===== config.mk =====
export PLATFORM = sky130hd
export DESIGN_NAME = envelope_generator_multi
export DESIGN_NICKNAME = d
export VERILOG_FILES = /design/src/rtl/apu_pkg.sv /design/src/rtl/envelope_channel.sv /design/src/rtl/envelope_generator_multi.sv
export SDC_FILE = /design/constraint.sdc
export NUM_CORES = 1
export LEC_CHECK = 0
export BUFFER_PORTS_ARGS = -buffer_cell sky130_fd_sc_hd__buf_4
export CAP_MARGIN = 10
export CORE_MARGIN = 4
export CORE_UTILIZATION = 56
export CTS_BUF_LIST = sky130_fd_sc_hd__clkbuf_8
export DETAILED_ROUTE_END_ITERATION = 8
export PLACE_DENSITY = 0.9
export REMOVE_ABC_BUFFERS = 1
export SLEW_MARGIN = 20
export SYNTH_ARGS = -nofsm -noshare
export SYNTH_HDL_FRONTEND = slang
export SYNTH_SLANG_ARGS = --single-unit

===== constraint.sdc =====
create_clock -name iClk -period 2.9 [get_ports iClk]
set_clock_uncertainty 0.05 [all_clocks]
set_input_delay 0.29 -clock iClk [delete_from_list [all_inputs] [get_ports iClk]]
set_output_delay 0.29 -clock iClk [all_outputs]
set_load 0.02 [all_outputs]

===== src/rtl/apu_pkg.sv =====
// Shared APU constants and helpers: default envelope geometry, decay ceiling
// and flat-bus channel slicing.
package apu_pkg;

  localparam int DEFAULT_NUM_CH    = 4;
  localparam int DEFAULT_VOL_WIDTH = 4;

  function automatic int decay_max(input int width);
    return (1 << width) - 1;
  endfunction

  // LSB of channel ch inside a flat bus of width-bit fields
  function automatic int ch_lsb(input int ch, input int width);
    return ch * width;
  endfunction

endpackage


===== src/rtl/envelope_channel.sv =====
// One envelope unit: restart latch, divider and decay counter, plus the
// registered volume and silence outputs for a single channel.
module envelope_channel
  import apu_pkg::*;
#(
  parameter int VOL_WIDTH = DEFAULT_VOL_WIDTH
) (
  input  logic                 i_clk,
  input  logic                 i_rst_n,
  input  logic                 i_tick,
  input  logic                 i_start,
  input  logic [VOL_WIDTH-1:0] i_rate,
  input  logic                 i_loop,
  input  logic                 i_constant,
  output logic [VOL_WIDTH-1:0] o_data,
  output logic                 o_silent
);

  localparam logic [VOL_WIDTH-1:0] DECAY_MAX = VOL_WIDTH'(decay_max(VOL_WIDTH));
  localparam logic [VOL_WIDTH-1:0] ONE       = VOL_WIDTH'(1);

  logic                 r_start_flag;
  logic [VOL_WIDTH-1:0] r_divider;
  logic [VOL_WIDTH-1:0] r_decay;
  logic [VOL_WIDTH-1:0] r_data;
  logic                 r_silent;

  logic                 w_eff_start;
  logic                 w_start_next;
  logic [VOL_WIDTH-1:0] w_divider_next;
  logic [VOL_WIDTH-1:0] w_decay_next;

  // A start seen on the same cycle as the tick counts as already latched
  assign w_eff_start = r_start_flag | i_start;

  always_comb begin
    w_start_next   = w_eff_start;
    w_divider_next = r_divider;
    w_decay_next   = r_decay;
    if (i_tick) begin
      w_start_next = 1'b0;
      if (w_eff_start) begin
        w_decay_next   = DECAY_MAX;
        w_divider_next = i_rate;
      end else if (r_divider == '0) begin
        w_divider_next = i_rate;
        if (r_decay != '0) begin
          w_decay_next = r_decay - ONE;
        end else if (i_loop) begin
          w_decay_next = DECAY_MAX;
        end
      end else begin
        w_divider_next = r_divider - ONE;
      end
    end
  end

  always_ff @(posedge i_clk or negedge i_rst_n) begin
    if (!i_rst_n) begin
      r_start_flag <= 1'b0;
      r_divider    <= '0;
      r_decay      <= DECAY_MAX;
      r_data       <= '0;
      r_silent     <= 1'b0;
    end else begin
      r_start_flag <= w_start_next;
      r_divider    <= w_divider_next;
      r_decay      <= w_decay_next;
      r_data       <= i_constant ? i_rate : w_decay_next;
      r_silent     <= (w_decay_next == '0) & ~i_loop & ~i_constant;
    end
  end

  assign o_data   = r_data;
  assign o_silent = r_silent;

endmodule


===== src/rtl/envelope_generator_multi.sv =====
// Multi-channel envelope generator: slices the flat per-channel buses and
// shares the quarter-frame tick across independent envelope_channel units.
module envelope_generator_multi
  import apu_pkg::*;
#(
  parameter int NUM_CH    = DEFAULT_NUM_CH,
  parameter int VOL_WIDTH = DEFAULT_VOL_WIDTH
) (
  input  logic                        iClk,
  input  logic                        iReset_n,
  input  logic                        iEnvelope_clk,
  input  logic [NUM_CH-1:0]           iStart,
  input  logic [NUM_CH*VOL_WIDTH-1:0] iVolume_or_decay_rate,
  input  logic [NUM_CH-1:0]           iEnable_loop,
  input  logic [NUM_CH-1:0]           iConstant,
  output logic [NUM_CH*VOL_WIDTH-1:0] oData,
  output logic [NUM_CH-1:0]           oSilent
);

  generate
    for (genvar gi = 0; gi < NUM_CH; gi++) begin : g_ch
      localparam int LSB = ch_lsb(gi, VOL_WIDTH);

      envelope_channel #(
        .VOL_WIDTH (VOL_WIDTH)
      ) u_ch (
        .i_clk      (iClk),
        .i_rst_n    (iReset_n),
        .i_tick     (iEnvelope_clk),
        .i_start    (iStart[gi]),
        .i_rate     (iVolume_or_decay_rate[LSB +: VOL_WIDTH]),
        .i_loop     (iEnable_loop[gi]),
        .i_constant (iConstant[gi]),
        .o_data     (oData[LSB +: VOL_WIDTH]),
        .o_silent   (oSilent[gi])
      );
    end
  endgenerate

endmodule


Word-level counts from Yosys, hierarchy flattened
Cells that the tools add are included.
{ "word_totals": {"reg_bits": 56} }
{ "op_classes": {"addsub": 8, "n_mux": 36, "bitwise_logic": 20, "reduce_logical": 12} }
{ "op_table": {"columns": ["op", "count"], "rows": [
  ["4-bit 2-to-1 mux", 32],
  ["4-bit zero test", 8],
  ["4-bit by 1-bit subtractor with 4-bit output (second input constant)", 8],
  ["4-bit nonzero test", 4],
  ["1-bit AND", 8],
  ["1-bit NOT", 8],
  ["1-bit 2-to-1 mux", 4],
  ["1-bit bitwise OR", 4]
]} }

Longest topological paths before layout
Gate-level depths: netlist (run 1).
{ "depth": {"ltp_word": 8, "mapped_depth": 7, "depth_no_buf": 6} }

Modules after synthesis
From an unflattened synthesis (run 1), not the netlist that was laid out.
{ "hier_totals": {"cells_unflattened": 284, "hier_area_um2": 3052.9} }
{ "by_module_without_submodules": {"columns": ["module", "n_inst", "cells_per_inst", "area_each_um2", "seq_area_each_um2"], "rows": [
  ["envelope_channel", 4, 71, 763.2, 355.3]
]} }

Least setup slack after synthesis (run 1)
Ideal clock, no wire load.
{ "synth_timing": {"path_kind": "flip-flop to flip-flop", "start": "register g_ch[2].u_ch.r_divider[0]", "end": "register g_ch[2].u_ch.r_data[3]", "arrival_ns": 1.844, "t_required_ns": 2.725, "path_slack_ns": 0.881, "stages_incl_launch_ff": 7, "n_path_buf": 0, "synth_period_minus_slack_ns": 2.019, "cell_sequence": "dfrtp_1 -> inv_1 -> ha_1 -> nand4bb_1 -> or4_1 -> a221o_1 -> mux2_2"} }
{ "synth_via": {"elab_chain_cells": 5} }
{ "synth_lines": {"columns": ["item", "line", "source"], "rows": [
  ["start: declaration", "envelope_channel.sv:23", "logic [VOL_WIDTH-1:0] r_divider;"],
  ["start signal: assignment", "envelope_channel.sv:67", "r_divider <= w_divider_next;"],
  ["4-bit zero test", "envelope_channel.sv:45", "end else if (r_divider == '0) begin"],
  ["4-bit 2-to-1 mux", "envelope_channel.sv:45", null],
  ["4-bit 2-to-1 mux", "envelope_channel.sv:42", "if (w_eff_start) begin"],
  ["4-bit 2-to-1 mux", "envelope_channel.sv:40", "if (i_tick) begin"],
  ["via g_ch[2].u_ch.w_decay_next[3]", "envelope_channel.sv:31", "logic [VOL_WIDTH-1:0] w_decay_next;"],
  ["4-bit 2-to-1 mux", "envelope_channel.sv:69", "r_data <= i_constant ? i_rate : w_decay_next;"],
  ["end signal: assignment", "envelope_channel.sv:69", null],
  ["end: declaration", "envelope_channel.sv:25", "logic [VOL_WIDTH-1:0] r_data;"]
]} }
The timed path passes the listed nets, and every way through them passes these cells.
A chain may end at the register's enable or synchronous reset.

Worst setup path after layout (run 1)
Ends and elaborated chain as after synthesis.

==> summary.md, run 1 <==
For the cell area after layout, the log shows 0.00352 sq mm. Summed over all cells, the static leakage comes to 1.49 nW. Yosys mapped a number of flops with a built-in enable equal to 0. The proportion of synthesized flip-flops having asynchronous set or reset works out to 100%. The tools report the number of clock sinks as 56. For the combinational power share, the log shows 19.4%. The clock reaches the later pin of the worst-skew pair after 310 ps. Routability-driven placement finished with a final weighted congestion of 0.941. The setup path with the least slack is of type flop to flop.

In this run the clock root is driven by a sky130_fd_sc_hd__clkbuf_8. After detailed routing, the number of remaining DRC violations is 0. The standard cell area after detailed placement came out at 0.00341 sq mm.

For the total iterations of the first detailed-routing run, the log shows 4. Wires add up to 6.30 mm. In this run the core area contains 26 standard-cell rows.

Setup repair after global routing left no endpoint under its margin. STA puts the critical path data arrival time at 2370 ps. Along the worst path, the maximum fanout reaches 5. In this run the mean area of a mapped cell was 10.5 sq um. The logs give 166 ps for the hold slack and 2374 for the number of vias in the routed layout. Post-CTS timing repair inserted 0 buffers for setup. After Yosys synthesis, and, or, nand and nor cells account for 15.8% of the synthesized area. By count the netlist is led by sky130_fd_sc_hd__dfrtp_1 (40), sky130_fd_sc_hd__o21ai_0 (27), sky130_fd_sc_hd__inv_1 (23), sky130_fd_sc_hd__nor2_1 (19). The width of the chip is 81.1 microns. For this run, the register share of the synthesized area comes to 47.5%. Counting along the longest clock path gives a buffer depth of 2. The run gives 0 as the number of antenna violations at the first check in global routing. Summing the areas of all xor and xnor instances in the mapped netlist gives 0% of the synthesized area. The worst hold path belongs to the class input pin to flop.

After Yosys synthesis, full adders, half adders and majority gates account for 5.02% of the synthesized area. The endpoint class of the critical path is a flop. The run gives 0.453 GHz as the highest achievable clock rate. VDD sags by at most 0.339 mV. Yosys attributes the largest share of cell area to sky130_fd_sc_hd__dfrtp_1 (33%), sky130_fd_sc_hd__dfstp_2 (14%), sky130_fd_sc_hd__mux2_2 (6.0%). The worst setup path is launched from a flop. In this run the remaining antenna-violating nets after routing total 0.

In the synthesized netlist, the number of instances is 284. In this run, CTS created clock tree buffers numbering 5. TritonCTS built the clock tree.

The worst hold path was traced through 2 stages. The tools report the wire length of the first global-routing pass as 10.6 mm. The post-layout worst setup margin is 691 ps, and the internal power component is 1.20 mW.

The compound-gate portion of the synthesized area is 18.4%. Subtracting the final worst setup slack from the clock period gives 2210 ps. For the pin with the worst max-slew slack, the measured transition is 682 ps. In this run, flip-flops and latches consume 53.4% of the power. The cell area that synthesis handed to floorplanning was 0.00299 sq mm.

The synthesis-to-layout area growth came out at 17.5%. The endpoint of the worst hold-timing path was g_ch[2].u_ch.o_data[1]. Summed over all nets, the switching power comes to 0.484 mW. Clock-pin slew was measured on the worst setup and hold paths at 100 ps. Synthesis inferred 56 register bits.

The logs give 376 for the post-layout net count and 0 for the total of endpoints with negative setup slack in the final report. The tool flagged a number of max-cap violations equal to 0. In this run switching power makes up 28.8% of total power. Entering global routing, the biggest net connects 57 pins. The proportion of netlist area held by the largest area contributor came out at 33.5%. For the via count of the first global-routing pass, the log shows 2380. The worst hold path begins at iVolume_or_decay_rate[9]. The worst slew margin relative to its limit came out at 53.9%. The flow ran to the end, and the final reports show no timing, DRC or antenna violations. During synthesis, Yosys emitted a total of 0 warnings. The cts-stage hold buffer count was 1; the multiplexer fraction of the synthesized cell area was 8.70%.

The worst register-to-register path has a depth of 6. In this run, post-CTS repair resized a total of 0 instances. The die covers 0.00658 sq mm.

The floorplan step set the die height to 81.1 microns. The overall track demand over capacity in global routing came out at 20.7%. The biggest area contributor in the post-synthesis netlist is sky130_fd_sc_hd__dfrtp_1. The number of different library cells in the post-synthesis netlist was 40.

The tools report the launch instance of the worst register-to-register path as g_ch[2].u_ch.r_divider[0]. The total count of hold-check failures in the final report is 0. The primary flip-flop cell chosen by synthesis mapping was sky130_fd_sc_hd__dfrtp_1. After routing, the total negative slack on setup checks comes to 0 ps. The wire-length estimate of the detail-placed layout is 4.62 mm. The worst path uses 76.2% of the clock period.

The setup slack of the most critical reg-to-reg path is 690 ps. Power spread over the standard cell area amounts to 478 mW/mm^2. The fraction of layout instances using a drive strength above 1 is 29.0%, and the number of H-tree levels is 2.

For this run, the share of the core covered by cells in the final layout is 68.4%. After detailed routing, the number of vias per cell comes to 5.88. The core region is 0.00514 sq mm. For the antenna diode count, the log shows 0. At the worst endpoint, the required time is 3060 ps. The number of max-slew violations in the final report was 0.

The logs give 148 for the detailed router's first-iteration violation count and 0 for the overflow left after global routing. Top-level port count: 51. In the final routed layout, each cell accounts on average for 15.6 microns. Timing analysis after detailed placement gives a worst setup slack of 727 ps. The cell with the most instances after synthesis is sky130_fd_sc_hd__dfrtp_1. In this run the tool buffered the top-level ports with 50 buffer cells. The worst register-to-register path ends at g_ch[2].u_ch.o_data[3]. The clock network accounts for 27.2% of the total power. By area, the combinational part of the netlist is dominated by compound AO/OA/AOI/OAI gates. For the initial standard-cell utilization of the core, the log shows 58.2%.
==> power by group through the flow <==
stage | Combinational, mW | Clock [mW] | Sequential (mW)
2_1_floorplan | 0.181 | 0 | 0.915
3_3_place_gp | 0.310 | 0 | 0.906
3_5_place_dp | 0.326 | 0 | 0.909
4_1_cts | 0.330 | 0.467 | 0.896
5_1_grt | 0.368 | 0.505 | 0.907
6_report | 0.327 | 0.456 | 0.897
==> cell type report <==
cell class | instances | area [sq um]
clock buffer | 6 | 82.6
clock inverter | 2 | 13.8
fill | 401 | 1620
inverter | 23 | 86.3
multi-input combinational | 195 | 1430
sequential | 56 | 1420
tap | 70 | 87.6
timing repair buffer | 52 | 393
==> state kept, by name, summed over array words and instances (netlist names) <==
signal / count
g_ch.u_ch.o_silent: 4
g_ch.u_ch.r_divider: 16
g_ch.u_ch.o_data: 16
g_ch.u_ch.r_start_flag: 4
g_ch.u_ch.r_decay: 16
==> kinds of logic after synthesis <==
group,Yosys count
compound gates,80
buf+inv,33
mux,24
fa+ha+maj,12
flops,56
simple gates,79
==> worst max-delay path, stage by stage (launching register included) <==
cell and delay (ps):
sky130_fd_sc_hd__dfrtp_1 390, sky130_fd_sc_hd__inv_1 130, sky130_fd_sc_hd__ha_1 200, sky130_fd_sc_hd__nand4bb_1 210, sky130_fd_sc_hd__or4_1 440, sky130_fd_sc_hd__a221o_1 410, sky130_fd_sc_hd__mux2_2 280
==> cell usage in the layout (no fill, tap or decap), types with 7 or more instances in the layout <==
| cell type | count |
|---|---|
| sky130_fd_sc_hd__nor2_1 | 19 |
| sky130_fd_sc_hd__nand2_1 | 7 |
| sky130_fd_sc_hd__mux2_2 | 16 |
| sky130_fd_sc_hd__o211ai_1 | 7 |
| sky130_fd_sc_hd__dfrtp_1 | 40 |
| sky130_fd_sc_hd__mux2i_1 | 8 |
| sky130_fd_sc_hd__o21ai_0 | 27 |
| sky130_fd_sc_hd__buf_4 | 51 |
| sky130_fd_sc_hd__dfstp_2 | 16 |
| sky130_fd_sc_hd__nand2b_1 | 9 |
| sky130_fd_sc_hd__ha_1 | 12 |
| sky130_fd_sc_hd__inv_1 | 23 |
| sky130_fd_sc_hd__o21a_1 | 12 |
| sky130_fd_sc_hd__nand3_1 | 8 |
==> metal layers <==
layer  wire [microns]  share of wire, %  track usage [%]
met5                0                 0                0
met4              112               1.8             8.11
met3              293               4.7             4.88
met2             3160                50             33.3
met1             2730                43             27.0
==> worst max-delay path by stage <==
stage                        endpoint  slack (ps)  depth (start not counted)                      start
3_3_place_gp   g_ch[1].u_ch.o_data[3]         820                          6  g_ch[1].u_ch.r_divider[0]
3_5_place_dp   g_ch[2].u_ch.o_data[3]         730                          6  g_ch[2].u_ch.r_divider[0]
4_1_cts        g_ch[2].u_ch.o_data[3]         720                          6  g_ch[2].u_ch.r_divider[0]
5_1_grt         g_ch[2].u_ch.o_silent         590                          6  g_ch[2].u_ch.r_divider[0]
6_report       g_ch[2].u_ch.o_data[3]         690                          6  g_ch[2].u_ch.r_divider[0]
2_1_floorplan  g_ch[2].u_ch.o_data[3]         880                          6  g_ch[2].u_ch.r_divider[0]
==> per-stage QoR <==
stage | cells | total power, mW
3_3_place_gp | 395 | 1.22
4_1_cts | 404 | 1.69
2_1_floorplan | 274 | 1.10
3_5_place_dp | 395 | 1.24
5_1_grt | 404 | 1.78
6_report | 404 | 1.68
(Power assumes the default switching activity.)
==> inputs of run 2 (changes only) <==
CORE_UTILIZATION = 52   (was 56)
PLACE_DENSITY = 0.88   (was 0.9)
clock period = 1.75 ns   (was 2.9 ns; I/O delays follow)
==> summary.md, run 2 (synthesized netlist as in run 1, its figures left out) <==
The final reports fail on negative setup slack. Number of max-slew violations in the final report: 0. For the worst path required time, the log shows 1900 ps. Fraction of layout instances using a drive strength above 1: 52.7%.

The clock latency on the worst-skew pair is 310 ps. Entering global routing, the biggest net connects 57 pins. The run gives 27 as the placement row count. For this design the ratio of total power to cell area is 704 mW/mm^2. Count of port buffers added during placement: 50.

The area growth from synthesis to layout is 48.4%. Max-cap violations in this run came to 0. The leakage power figure is 1.98 nW, and the post-layout worst setup margin is -304 ps. The number of H-tree levels is 2, and the combinational power share is 29.9%. The largest incremental delay on the critical path was 450 ps.

The initial standard-cell utilization of the core is 54.0%, and the post-layout net count is 448. Endpoint class of the critical path: a flop. The logs give 0 for the number of antenna violations at the first check in global routing and 2825 for the via count of the first global-routing pass. TritonCTS built the clock tree. In this run the power spent charging and discharging nets is 0.907 mW. Post-layout minimum cycle time: 2050 ps. The total iterations of the first detailed-routing run is 4, and the total stage count of the critical path is 6. The total count of hold-check failures in the final report was 0. The startpoint identified for the worst register-to-register timing path is g_ch[2].u_ch.r_divider[1].

After clock tree synthesis, the clock-pin slew on the worst setup and hold paths is 90 ps. The number of clock buffers added by TritonCTS is 5. The detail route stage leaves a number of antenna-violating nets equal to 0. For this run, the number of standard cells in the final layout without fillers is 478. Across all register-to-register paths, the minimum setup slack is -300 ps. The library cell used most frequently in the layout, excluding fill and tap cells, is sky130_fd_sc_hd__buf_4. Setup violations remaining at the end of the flow were counted as 19.

The critical path in this run is classified as flop to flop. Total buffers and inverters traversed by the critical path: 1. In the final routed layout, each cell accounts on average for 17.9 microns.

Counting tap cells, the placed design contains a total of 443 instances. In the layout the commonest cells are sky130_fd_sc_hd__buf_4 (118), sky130_fd_sc_hd__dfrtp_1 (40), sky130_fd_sc_hd__o21ai_0 (20), sky130_fd_sc_hd__nor2_1 (19), sky130_fd_sc_hd__dfstp_2 (16). After global routing the overflow that remains totals 0.

The family of cells with the greatest summed delay on the critical path is simple AND/OR/NAND/NOR gates. The tools report the number of vias in the routed layout as 2772. The category of the worst setup path launch point is a flop.

The repair_antennas step left the layout with diodes totalling 0. Measured in cells, the most critical reg-to-reg path has a length of 6. Among all stages on the critical path, the largest delay is contributed by sky130_fd_sc_hd__or4_1. The height of the chip was 83.9 microns; the highest achievable clock rate was 0.487 GHz. Traced cell by cell, the critical path runs through inv_2 -> ha_4 -> nand4bb_1 -> or4_1 -> a221o_1 -> mux2_2. Across every metal layer, demand over resource in global routing totals 23.4%. After detailed routing, the number of remaining DRC violations is 0. The core region is 0.00554 sq mm.

The class of the worst hold path is input pin to flop. Dividing the detail-routed via count by the number of cells gives 5.80. The width of the chip came out at 83.9 microns. IR analysis of the VDD net gives a maximum drop of 0.502 mV.

Number of clock sinks: 56. The switching part of the total power came out at 29.0%. The tree is rooted in a sky130_fd_sc_hd__clkbuf_8. The worst pin sits at a relative slew slack of 45.6%. The clock network accounts for 23.3% of the total power.

The worst reg2reg path endpoint was g_ch[2].u_ch.o_data[3]. Registers are responsible for 46.9% of the overall power. The total power after layout was 3.13 mW.

For the worst setup path, the data arrival time is 2200 ps. The full die area was 0.00703 sq mm; the transition time of the tightest slew-check pin was 807 ps. The longest clock path from root to sink contains 2 buffers.

The post-detailed-placement half-perimeter wirelength came out at 5.31 mm. The most critical setup path has its endpoint at g_ch[2].u_ch.o_data[3]. The wire length of the first global-routing pass was 13.4 mm. The flow ran to the end, but the final reports show violations.

The internal portion of the total power is 2.22 mW. Wires add up to 8.56 mm. The routability-driven placement congestion ratio is 0.950, and the largest fanout on the critical path is 3. The pre-CTS setup slack was -263 ps.

The portion of the clock cycle consumed by the worst path in the final layout was 117%. Pin placement for this block handled 51 I/O pins. The tools report the start point of the critical path as g_ch[2].u_ch.r_divider[1]. The detailed router finished its first iteration with 161 violations. Setup repair after global routing could not meet its margin everywhere.
run 2: cell count changes in the layout (fill, tap and decap cells not counted), sizes merged:
cell,change
buf,+72
clkinv,+1
inv,-1
run 2: routing by layer:
layer / share of wire, % / global-route usage (%)
met1: 40 / 28.2
met2: 52 / 41.9
met3: 4.9 / 4.05
met4: 3.4 / 7.75
met5: 0 / 0
run 2: power by group through the flow:
stage	clock (mW)	sequential [mW]	combinational [mW]
floorplan	0	1.52	0.299
global placement	0	1.47	0.699
detailed placement	0	1.48	0.732
CTS	0.761	1.46	0.846
global route	0.811	1.48	1.02
finish	0.727	1.46	0.934
run 2: layout make-up:
class	instances	area, sq um
clock buffer	6	82.6
clock inverter	2	10.0
sequential	56	1420
multi-input combinational	195	1800
fill	327	1100
inverter	23	86.3
tap	72	90.1
timing repair buffer	124	952
run 2: how the worst min path moves through the flow:
| stage | start | to | slack, ps | cells past startpoint |
|---|---|---|---|---|
| floorplan | iReset_n | g_ch[0].u_ch.o_data[0] | -170 | 0 |
| global placement | iReset_n | g_ch[1].u_ch.o_data[0] | 210 | 1 |
| detailed placement | iReset_n | g_ch[1].u_ch.o_data[0] | 220 | 1 |
| CTS | iVolume_or_decay_rate[5] | g_ch[1].u_ch.o_data[1] | 40 | 2 |
| global route | iVolume_or_decay_rate[7] | g_ch[1].u_ch.o_data[3] | 50 | 2 |
| finish | iVolume_or_decay_rate[11] | g_ch[2].u_ch.o_data[3] | 60 | 2 |
run 2: per-stage QoR:
stage | TNS, ps | hold WS (ps) | instance area (sq um) | utilization [%]
after floorplan | -1020 | -171 | 2940 | -
after global placement | -1710 | 211 | 3760 | 67.8
after detailed placement | -2710 | 216 | 3760 | 67.8
after CTS | -1020 | 41.6 | 4230 | 76.3
after global routing | -4420 | 48.8 | 4440 | 80.1
final | -2490 | 57.6 | 4440 | 80.1
run 2: repair_timing:
| item | in CTS | in global routing |
|---|---|---|
| hold buffers | 1 | 0 |
| setup buffers | 18 | 11 |
| resized for setup | 62 | 26 |
| gates cloned | 0 | 0 |
| pin swaps | 21 | 14 |
| setup endpoints to repair | 24 | 29 |
| hold endpoints to repair | 40 | 0 |
